===== src/rtl/arbiter_rr.sv =====
`default_nettype none
// arbiter_rr: N-channel memory arbiter, fixed-priority or round-robin grant, one outstanding request.
// Optional grant lock enabled by defining ARBITER_RR_LOCK_EN (adds the lock port).
module arbiter_rr #(
  parameter int AN  = 16,
  parameter int DN  = 8,
  parameter int NCH = 4,
  parameter int IDW = (NCH > 1) ? $clog2(NCH) : 1
) (
  input  logic              clkSYS,
  input  logic              reset,
  input  logic              mode,
  input  logic [NCH-1:0]    req,
  input  logic [NCH-1:0]    wr,
  input  logic [NCH*AN-1:0] addr,
  input  logic [NCH*DN-1:0] data,
`ifdef ARBITER_RR_LOCK_EN
  input  logic [NCH-1:0]    lock,
`endif
  output logic [NCH-1:0]    ack,
  output logic [NCH-1:0]    valid,
  output logic [DN-1:0]     rdata,
  output logic              mem_req,
  output logic              mem_wr,
  output logic [AN-1:0]     mem_addr,
  output logic [DN-1:0]     mem_data,
  output logic [IDW-1:0]    mem_id,
  input  logic              mem_ack,
  input  logic              mem_valid,
  input  logic [DN-1:0]     mem_rdata,
  input  logic [IDW-1:0]    mem_rid
);

  typedef enum logic [1:0] {IDLE = 2'd0, REQ = 2'd1, HOLD = 2'd2} state_t;

  state_t           state;
  logic [IDW-1:0]   ptr;
  logic             locked;

  logic [2*NCH-1:0] req2;
  logic [NCH-1:0]   rot;
  logic [IDW-1:0]   rr_off;
  logic [IDW:0]     rr_sum;
  logic [IDW-1:0]   fp_id;
  logic [IDW-1:0]   win_id;
  logic [IDW-1:0]   sel_id;
  logic [IDW-1:0]   ptr_inc;
  logic             lock_now;

`ifdef ARBITER_RR_LOCK_EN
  assign lock_now = lock[mem_id];
`else
  assign lock_now = 1'b0;
`endif

  // Round-robin: rotate the doubled request vector so bit 0 is the channel at ptr.
  always_comb begin
    req2   = {req, req};
    rot    = NCH'(req2 >> ptr);
    rr_off = '0;
    for (int i = NCH - 1; i >= 0; i--) begin
      if (rot[i]) rr_off = IDW'(i);
    end
    rr_sum = {1'b0, ptr} + {1'b0, rr_off};
    if (rr_sum >= (IDW+1)'(NCH)) rr_sum = rr_sum - (IDW+1)'(NCH);
    fp_id = '0;
    for (int i = NCH - 1; i >= 0; i--) begin
      if (req[i]) fp_id = IDW'(i);
    end
    win_id  = mode ? rr_sum[IDW-1:0] : fp_id;
    sel_id  = (state == HOLD) ? mem_id : win_id;
    ptr_inc = (mem_id == IDW'(NCH - 1)) ? '0 : mem_id + 1'b1;
  end

  always_ff @(posedge clkSYS) begin
    if (reset) begin
      state    <= IDLE;
      ptr      <= '0;
      locked   <= 1'b0;
      ack      <= '0;
      mem_req  <= 1'b0;
      mem_wr   <= 1'b0;
      mem_addr <= '0;
      mem_data <= '0;
      mem_id   <= '0;
    end else begin
      ack <= '0;
      case (state)
        IDLE: begin
          if (|req) begin
            state    <= REQ;
            mem_req  <= 1'b1;
            mem_wr   <= wr[sel_id];
            mem_addr <= addr[sel_id*AN +: AN];
            mem_data <= data[sel_id*DN +: DN];
            mem_id   <= sel_id;
          end
        end
        REQ: begin
          if (mem_ack) begin
            state       <= HOLD;
            mem_req     <= 1'b0;
            ack[mem_id] <= 1'b1;
            locked      <= lock_now;
            if (!lock_now) ptr <= ptr_inc;
          end
        end
        HOLD: begin
          // The requester's req is still the stale one here unless it holds the lock.
          if (locked && req[mem_id]) begin
            state    <= REQ;
            mem_req  <= 1'b1;
            mem_wr   <= wr[sel_id];
            mem_addr <= addr[sel_id*AN +: AN];
            mem_data <= data[sel_id*DN +: DN];
          end else begin
            state <= IDLE;
          end
        end
        default: state <= IDLE;
      endcase
    end
  end

  // Read return routing runs independently of the request FSM.
  always_ff @(posedge clkSYS) begin
    if (reset) begin
      valid <= '0;
      rdata <= '0;
    end else begin
      valid <= '0;
      if (mem_valid) begin
        rdata <= mem_rdata;
        if ({1'b0, mem_rid} < (IDW+1)'(NCH)) valid[mem_rid] <= 1'b1;
      end
    end
  end

endmodule
`default_nettype wire


===== config.mk =====
export PLATFORM = sky130hd
export DESIGN_NAME = arbiter_rr
export DESIGN_NICKNAME = d
export VERILOG_FILES = /design/src/rtl/arbiter_rr.sv
export SDC_FILE = /design/constraint.sdc
export NUM_CORES = 1
export LEC_CHECK = 0
export BUFFER_PORTS_ARGS = -buffer_cell sky130_fd_sc_hd__clkbuf_2
export CELL_PAD_IN_SITES_DETAIL_PLACEMENT = 1
export CELL_PAD_IN_SITES_GLOBAL_PLACEMENT = 1
export CORE_MARGIN = 2
export CORE_UTILIZATION = 30
export DETAILED_ROUTE_END_ITERATION = 10
export PLACE_DENSITY_LB_ADDON = 0.3
export SLEW_MARGIN = 0
export SYNTH_ARGS = -nofsm -noshare
export SYNTH_HDL_FRONTEND = slang
export SYNTH_SLANG_ARGS = --single-unit

===== constraint.sdc =====
create_clock -name clkSYS -period 3.2 [get_ports clkSYS]
set_input_delay 0.16 -clock clkSYS [delete_from_list [all_inputs] [get_ports clkSYS]]
set_output_delay 0.16 -clock clkSYS [all_outputs]
set_load 0.005 [all_outputs]

# Word level (Yosys, flattened, before mapping)
# Index checks and enable logic that the tools add are counted.
word_totals:
  wordCells: 74
  in_bits: 119
  ff_bits: 48
  output_inout_bits: 44
classes:
  shifts: 3
  n_lt_le_gt_ge: 6
  bitwise: 4
  add_sub_neg: 3
  muxes: 30
  reduce_logical: 13
  n_eq_ne: 5
op_table:
  columns: ["operator", "n"]
  rows:
  - ["indexed part select 64 x 7 -> 16 bit", 1]
  - ["two-way mux 16 bit", 2]
  - ["indexed part select 32 x 6 -> 8 bit", 1]
  - ["two-way mux 2 bit", 14]
  - ["two-way mux 8 bit", 2]
  - ["< comparator 2 x 3 -> 1 bit, second input constant", 3]
  - ["right shift 8 x 2 -> 4 bit", 1]
  - ["two-way mux 1 bit", 7]
  - ["AND reduction 2 bit", 3]
  - ["demux 1 bit (select 2 bit)", 2]
  - ["equality test 2 bit, second input constant", 2]
  - ["greater-or-equal comparator 2 x 1 -> 1 bit, second input constant", 2]
  - ["!= test 2 bit, second input constant", 2]
  - ["inverter 1 bit", 4]
  - ["case mux 2 bit (2 select lines)", 1]
  - ["AND reduction 4 bit", 1]
  - ["OR reduction 4 bit", 1]
  - ["adder 2 x 2 -> 3 bit", 1]
  - ["greater-or-equal comparator 3 bit, second input constant", 1]
  - ["AND reduction 3 bit", 1]
  - ["nonzero test 3 bit", 1]
  - ["OR reduction 3 bit", 1]
  - ["adder 2 x 1 -> 2 bit, second input constant", 1]
  - ["binary-select mux 1 bit (select 2 bit)", 1]
  - ["7 further kinds", 8]

# Logic depth before layout (Yosys ltp)
# Gate-level depths: netlist of the first run.
logic_depth:
  depth_word: 14
  mapped_depth: 15
  depth_no_buf: 12

# Worst setup path after synthesis of the first run
# No wires, ideal clock.
synth_path:
  path_type: "register to register"
  startpoint: "register ptr[0]"
  endpoint: "register mem_wr"
  setup_slack_ps: 750
  arrival_time_ps: 2333
  stages_incl_launch_ff: 13
  t_required_ps: 3083
  setup_ps: 117
  period_less_slack_ps: 2450
  path_buffers: 3
  path_cell_list: "dfxtp_1 > buf_2 > or4_1 > nand3_1 > ha_1 > nand2_1 > o31ai_1 > mux2_4 > buf_6 > buf_6 > mux2i_1 > mux2i_1 > a22o_1"
synth_between:
  elab_chain_len: 14
  word_cells_on_any_way: 15
  cone_classes: "add/sub (2); order compare (1); shift (1); mux (11)"
synth_rtl:
  columns: ["item", "line_no", "source"]
  rows:
  - ["start, declared", "37", "logic [IDW-1:0] ptr;"]
  - ["start signal, assigned", "105", "if (!lock_now) ptr <= ptr_inc;"]
  - ["right shift 8 x 2 -> 4 bit", "59", "rot = NCH'(req2 >> ptr);"]
  - ["two-way mux 2 bit (4 in series)", "62", "if (rot[i]) rr_off = IDW'(i);"]
  - ["adder 2 x 2 -> 3 bit (*)", "64", "rr_sum = {1'b0, ptr} + {1'b0, rr_off};"]
  - ["greater-or-equal comparator 3 bit or subtractor 2 x 1 -> 2 bit (tied branches)", "65", "if (rr_sum >= (IDW+1)'(NCH)) rr_sum = rr_sum - (IDW+1)'(NCH);"]
  - ["two-way mux 2 bit (*)", "65", null]
  - ["two-way mux 2 bit (*)", "70", "win_id = mode ? rr_sum[IDW-1:0] : fp_id;"]
  - ["two-way mux 2 bit (*)", "71", "sel_id = (state == HOLD) ? mem_id : win_id;"]
  - ["binary-select mux 1 bit (select 2 bit) (*)", "93, 113", null]
  - ["two-way mux 1 bit (implied by the code) (*)", "93, 113", null]
  - ["two-way mux 1 bit (*)", "90", "if (|req) begin"]
  - ["two-way mux 1 bit (*)", null, null]
  - ["end signal, assigned", "93", "mem_wr <= wr[sel_id];"]
  - ["end signal, assigned", "113", "mem_wr <= wr[sel_id];"]
  - ["end, declared", "24", "output logic mem_wr,"]
# Every way passes the cells marked *; elsewhere a longest branch is shown, timed or not. The select of a mux whose other input is x is not followed.
# A chain may end at the register's enable or synchronous reset.

# Final worst setup path of the first run
# Same ends and word-level chain as after synthesis.

==> results.ini, run 1 <==
[power_and_ir_drop]
p_leak_nw=1.83
max-vdd-ir-drop_mv=0.225
power_density_mw_per_mm2=446

[floorplanning]
chipHeight_um=98.0
pin_count=163
die_w_um=98.0
die_area_sq_mm=0.00961
initial_utilization=0.307
rows=34
fp.coreArea_sq_mm=0.00864

[drt]
vias=2545
wirelength_um=7940
drc=0
wl_per_cell_um=15.4
dr.pass1.iters=4
viasPerCell=4.92
drt_iter0_drc=61
postRouteAntennaNets=0

[clock_network]
cts-htree-levels=2
cts_buffers=5
path_clk_slew_ps=90
cts_resized=0
cts_hold_buf=0
cts_tree=yes
root_buffer=clkbuf_8
cts_setup_buffers=0
clock-sinks=48
clock_latency_ps=300
clockBufferDepth=2

[sta]
final.period_utilization=0.858
drv_slew=0
max-slew-margin-rel=0.659
clock_skew_ps=7.26
rsz0062_at_grt=false
max_freq_ghz=0.364
finalSetupViolations=0
fin_tns_setup_ps=0
layout_min_cycle_time_ps=2740
finalHoldViolCount=0
tightest_slew_ps=510

[worst_hold_path]
hold_depth=2
hold_end=valid[1]
worst_hold_startpoint=mem_rid[1]
hold_class=in2reg

[finish]
n_antenna_cell=0
seq_area_sq_um=961
final_layout_size_suffix_gt1_frac=0.445
layout_common_cells=clkbuf_2, mux2i_1, dfxtp_1
final_common_cell=clkbuf_2
nNetsFinal=532
design_area_sq_mm=0.00360
final_util=0.417
multi_input_area_sq_mm=0.00154
synthToLayoutAreaGrowth_pct=35.8
fillers=1061
finalNonFillerCells=517

[global_route]
grt_pass1_vias=2706
grt_usage=0.165
grt_pass1_wl_um=13100
grt_max_degree=27
grt.overflow.total=0
antenna_found_initial=0

[logic_synthesis]
synth_area_leader_cell=dfxtp_1
seq_area_frac_synth=0.362
synth_cells=252
yosys_warnings=0
synth_nets=376
syn-cell-area_sq_mm=0.00265
yosysUniqueCellTypes=44
ys_ff_latch=48
synth_top_area_share=0.362
postSynthAreaPerCell_sq_um=10.5
synth_top_cells_by_area=dfxtp_1, mux2i_1, a22o_1

[worst_setup_path]
cp.arrival_ps=2940
r2r_cells=13
crit_required_ps=3400
regToRegSetupSlack_ps=460
end_kind=flip-flop
crit-reg2reg-launch=ptr[0]
r2r_end=mem_wr
crit_type=reg2reg
cp_max_fo=24
start_kind=flip-flop

[placed_design]
place_congestion=0.848
dp_cells=509
portBuffers=162
hpwl_um=6360
place_area_sq_mm=0.00351

[job]
maxCapViolCount=0

[outcome]
status=complete, no violations

## per-layer routing
layer | vias to the layer above | share of wire | track usage | routed length (um)
met2 | 101 | 0.50 | 0.296 | 3980
met3 | 4 | 0.084 | 0.0494 | 664
li1 | 1246 | - | - | -
met1 | 1194 | 0.41 | 0.193 | 3230
met5 | - | 0 | 0 | 0
met4 | 0 | 0.0091 | 0.0395 | 72
## where the power goes
group,leakage [nW],internal (mW),total [mW],switching (mW)
Combinational,1.39,0.273,0.524,0.251
Sequential,0.396,0.660,0.700,0.0397
Clock,0.0445,0.176,0.382,0.206
Total,1.83,1.11,1.61,0.497
## kinds of logic (layout without fill, tap and decap cells)
| logic type | after synthesis | after routing | synth area share |
|---|---|---|---|
| AO/OA/AOI/OAI | 43 | 43 | 0.134 |
| XOR/XNOR | 1 | 1 | 0.00330 |
| adder cells (fa/ha/maj) | 5 | 5 | 0.0236 |
| buffers and inverters | 22 | 179 | 0.0594 |
| flip-flops | 48 | 48 | 0.362 |
| multiplexers | 85 | 85 | 0.323 |
| AND/OR/NAND/NOR | 48 | 48 | 0.0948 |
## worst max-delay path by stage
stage / startpoint / end / slack, ps / depth (start not counted)
final: ptr[0] / mem_wr / 460 / 13
after floorplan: ptr[0] / mem_wr / 750 / 12
after global placement: ptr[0] / mem_addr[5] / 550 / 13
after CTS: ptr[0] / mem_addr[5] / 430 / 13
after detailed placement: ptr[0] / mem_addr[5] / 440 / 13
after global routing: ptr[0] / mem_addr[3] / 160 / 13
## Yosys cell counts (all sizes together)
library cell	n
mux2i	84
dfxtp	48
a22o	25
nor2	19
buf	15
nand2	7
ha	5
a21oi	4
and2	4
inv	4
clkbuf	3
nand3	3
nor2b	3
o21a	3
a211oi	2
a32oi	2
nand4b	2
nor3	2
o21ai	2
a211o	1
a311o	1
and2b	1
and3	1
and3b	1
mux2	1
nand2b	1
nand3b	1
nor3b	1
o211ai	1
o311ai	1
o31ai	1
or3b	1
or4	1
xor2	1
## critical path, cell delays in order (launching register included)
cell	delay, ps
dfxtp_1	530
nor2_1	120
nand2_1	80
o21ai_0	70
o21ai_0	150
nand3_1	90
ha_1	280
nand2_1	50
o31ai_1	100
mux2_4	230
buf_4	360
mux2i_1	240
mux2i_1	90
a22o_1	250
## final cells by class
type                            instances  area share
Multi-Input combinational cell        182       0.427
Clock buffer                            7      0.0240
Tap cell                              108      0.0375
Timing Repair Buffer                  167       0.239
Sequential cell                        48       0.267
Clock inverter                          1     0.00208
Inverter                                4     0.00417
## metrics by stage
stage	power (mW)	setup slack [ps]	hold WS, ps
after floorplan	1.06	750	232
after global placement	1.23	553	361
after detailed placement	1.25	439	368
after CTS	1.63	431	44.2
after global routing	1.72	160	64.5
final	1.61	455	50.9
## sequential cells by signal, summed over array words and instances, names as in the netlist, 2 cells and up
signal / cells
mem_addr: 16
mem_data: 8
rdata: 8
ack: 4
valid: 4
mem_id: 2
ptr: 2
state: 2
Note: power is estimated with default switching activity, not from simulation.
==> run 2, diff against run 1 <==
- CORE_ASPECT_RATIO: unset -> 0.75
==> run 2 against run 1 <==
Net effect:
- cell count decreased by 0.19%
- critical endpoint unchanged
- global-route usage is 0.95 points lower
- setup slack improved by 50 ps
- sequential cell count unchanged
- register-to-register slack gained 50 ps
- fmax up 1.9%
- critical path depth did not move
- wire length decreased by 3.8%
- die area hardly changed
- clock power is 34% higher
- sequential power barely moved
- clock skew fell by 0.64 ps
==> results.ini, run 2 (synthesis results as in run 1) <==
[worst_hold_path]
hold_class=in2reg

[finish]
final_layout_size_suffix_gt1_frac=0.446
layout_common_cells=clkbuf_2, mux2i_1, dfxtp_1
synthToLayoutAreaGrowth_pct=37.4
n_antenna_cell=0
largestRegisters=mem_addr x16, mem_data x8, rdata x8
final_common_cell=clkbuf_2
largest_register_ffs=16
top_register=mem_addr
nNetsFinal=531

[job]
maxCapViolCount=0

[clock_network]
cts_resized=0
path_clk_slew_ps=70
clockBufferDepth=2
cts_tree=yes
cts_hold_buf=0
clock-sinks=48
cts_buffers=5
root_buffer=clkbuf_16
clock_latency_ps=280
cts_setup_buffers=0
cts-htree-levels=2

[global_route]
grt_max_degree=51
grt_usage=0.156
grt_pass1_vias=2605
antenna_found_initial=0
grt.overflow.total=0
grt_pass1_wl_um=12300

[sta]
finalSetupViolations=0
fin_tns_setup_ps=0
clock_skew_ps=6.62
final.period_utilization=0.842
max-slew-margin-rel=0.692
drv_slew=0
finalHoldViolCount=0
layout_min_cycle_time_ps=2690
max_freq_ghz=0.371
worst_slack_ps=505
tightest_slew_ps=462
rsz0062_at_grt=false

[placed_design]
portBuffers=162
place_congestion=0.899
place_ws_ps=521
hpwl_um=5950

[floorplanning]
fp.coreArea_sq_mm=0.00853
pin_count=163
die_w_um=113
initial_utilization=0.311
chipHeight_um=85.4
rows=29
die_area_sq_mm=0.00962

[power_and_ir_drop]
p_leak_nw=1.85
max-vdd-ir-drop_mv=0.304
power_density_mw_per_mm2=473

[drt]
postRouteAntennaNets=0
dr.pass1.iters=4
wl_per_cell_um=14.8
vias=2466
drc=0
drt_iter0_drc=41
viasPerCell=4.78
wirelength_um=7640

[worst_setup_path]
crit_required_ps=3370
cp_max_fo=50
start_kind=flip-flop
crit_type=reg2reg
end_kind=flip-flop
cp.arrival_ps=2870

[outcome]
status=complete, no violations

## run 2: final timing paths
kind / startpoint / endpoint / slack [ps] / cells past startpoint
setup / recovery: ptr[0] / mem_wr / 510 / 13
hold / removal: mem_rid[1] / valid[1] / 80 / 2
setup reg to reg: ptr[0] / mem_wr / 510 / 13
hold reg to reg: mem_req / mem_req / 480 / 2
## run 2: final cells by class
| type | instances | area [sq um] |
|---|---|---|
| Timing Repair Buffer | 166 | 853 |
| Sequential cell | 48 | 961 |
| Fill cell | 1038 | 4880 |
| Inverter | 4 | 15.0 |
| Multi-Input combinational cell | 182 | 1540 |
| Clock inverter | 3 | 18.8 |
| Clock buffer | 5 | 125 |
| Tap cell | 108 | 135 |
## run 2: critical path, cell delays in order, from the launching register on
cell and delay, ps:
dfxtp_1 510, nor2_1 110, nand2_1 70, o21ai_0 70
o21ai_0 150, nand3_1 100, ha_1 290, nand2_1 50
o31ai_1 90, mux2_4 230, buf_12 290, mux2i_1 250
mux2i_1 100, a22o_1 240
## run 2: power by group
group	switching, mW	total, mW	internal (mW)
Combinational	0.244	0.515	0.271
Clock	0.222	0.510	0.288
Sequential	0.0396	0.700	0.661
## run 2: metrics by stage
stage,cell area (sq um),util,power [mW],hold WS [ps],instances
CTS,3640,0.427,1.76,72.2,516
detailed placement,3500,0.411,1.24,378,508
global route,3640,0.427,1.84,82.6,516
finish,3640,0.427,1.73,76.7,516
floorplan,2650,-,1.06,232,252
global placement,3500,0.411,1.22,366,508
## run 2: routing by layer
metal	track usage	vias up	wire [um]
li1	-	1239	-
met1	0.182	1138	3310
met2	0.287	81	3780
met3	0.0414	8	459
met4	0.0333	0	87
met5	0	-	0
==> run 3, diff against run 2 <==
- clock period: 3.2 -> 2.72 ns (I/O delays scaled with it)
==> run 3 against run 2 <==
Net effect:
- global-route usage is 0.62 points higher
- core utilization is 1.8 points higher
- register-to-register slack worse by 310 ps
- non-clock buffer count is 2 higher
- die area stayed put
==> results.ini, run 3 (synthesis results as in run 1) <==
[sta]
finalSetupViolations=0
max-slew-margin-rel=0.478
max_freq_ghz=0.397
drv_slew=0
clock_skew_ps=6.11
fin_tns_setup_ps=0
final.period_utilization=0.927
layout_min_cycle_time_ps=2520
whs_ps=50.5
worst_slack_ps=198
finalHoldViolCount=0
tightest_slew_ps=778
rsz0062_at_grt=false

[clock_network]
cts_tree=yes
clockBufferDepth=2
root_buffer=clkbuf_16
path_clk_slew_ps=70
clock-sinks=48
clock_latency_ps=280
cts_buffers=5
cts-htree-levels=2

[placed_design]
hpwl_um=6170
portBuffers=162
place_ws_ps=-224
dp_cells=509
place_congestion=0.862

[floorplanning]
die_area_sq_mm=0.00962
initial_utilization=0.311
chipHeight_um=85.4
die_w_um=113
rows=29
pin_count=163
fp.coreArea_sq_mm=0.00853

[finish]
fillers=1020
largestRegisters=mem_addr x16, mem_data x8, rdata x8
synthToLayoutAreaGrowth_pct=43.3
n_antenna_cell=0
largest_register_ffs=16
top_register=mem_addr
finalNonFillerCells=524
final_layout_size_suffix_gt1_frac=0.462
nNetsFinal=539
final_common_cell=clkbuf_2
layout_common_cells=clkbuf_2, mux2i_1, dfxtp_1
final_util=0.446
seq_area_sq_um=962
multi_input_area_sq_mm=0.00164

[power_and_ir_drop]
p_leak_nw=1.93
max-vdd-ir-drop_mv=0.270
power_density_mw_per_mm2=580

[job]
maxCapViolCount=0

[drt]
wirelength_um=8810
viasPerCell=4.96
drt_iter0_drc=88
drc=0
dr.pass1.iters=4
vias=2597
postRouteAntennaNets=0
wl_per_cell_um=16.8

[worst_setup_path]
start_kind=flip-flop
end_kind=flip-flop
regToRegSetupSlack_ps=200
cp_slowest_cell=dfxtp_2
crit_required_ps=2900
cp.arrival_ps=2700
crit_type=reg2reg
r2r_end=mem_addr[10]
crit-reg2reg-launch=ptr[0]
cp_max_fo=13
path_cells=buf_4, nand3_1, o311ai_0, o21ai_0, nand3_1, ha_1, nand2_1, o31ai_2, mux2_4, buf_12, mux2i_1, mux2i_1, a22o_1
r2r_cells=13
crit_path_max_incr_delay_ps=360

[global_route]
grt_pass1_vias=2715
grt_usage=0.162
grt_pass1_wl_um=12700
grt.overflow.total=0
grt_max_degree=51
antenna_found_initial=0

[worst_hold_path]
hold_end=valid[1]
worst_hold_startpoint=mem_rid[1]
hold_depth=2
hold_class=in2reg

[outcome]
status=complete, no violations

-- run 3: how the worst max path moves through the flow --
stage                     startpoint            to
final                         ptr[0]  mem_addr[10]
after global routing          ptr[0]   mem_addr[8]
after CTS                     ptr[0]        mem_wr
after detailed placement      ptr[0]        mem_wr
after global placement        ptr[0]   mem_addr[5]
after floorplan               ptr[0]        mem_wr
-- run 3: metrics by stage --
stage | power [mW] | cell area, sq um
2_1_floorplan | 1.25 | 2650
3_3_place_gp | 1.44 | 3510
3_5_place_dp | 1.46 | 3510
4_1_cts | 2.17 | 3690
5_1_grt | 2.33 | 3800
6_report | 2.20 | 3800
-- run 3: layout make-up --
| class | count | share of cell area |
|---|---|---|
| clock buffer | 5 | 0.0329 |
| clock inverter | 3 | 0.0112 |
| inverter | 4 | 0.00395 |
| multi-input combinational | 188 | 0.431 |
| sequential | 48 | 0.253 |
| tap | 108 | 0.0356 |
| timing repair buffer | 168 | 0.232 |
-- run 3: critical path: cells and delay by family, from the launching register on --
family,cells,cell delay (ps)
AO/OA/AOI/OAI,4,610
buffers and inverters,2,320
adder cells (fa/ha/maj),1,280
multiplexers,3,610
AND/OR/NAND/NOR,3,240
flip-flops,1,360
-- run 3: where the power goes --
part           internal [mW]  total [mW]  switching [mW]
Sequential             0.778       0.830          0.0524
Clock                  0.432       0.699           0.267
Combinational          0.351       0.673           0.323
-- run 3: metal layers --
layer	wire, um	vias to the layer above	global-route usage
li1	-	1274	-
met4	126	0	0.0499
met3	477	10	0.0343
met5	0	-	0
met1	3950	1231	0.187
met2	4260	82	0.300
-- run 3: timing repair --
| action | CTS | global route |
|---|---|---|
| endpoints found under the setup margin | 25 | 25 |
| pin swaps | 0 | 0 |
| resized for setup | 2 | 3 |
| buffers inserted | 0 | 1 |
| gates cloned | 0 | 6 |
| hold buffers | 0 | 0 |
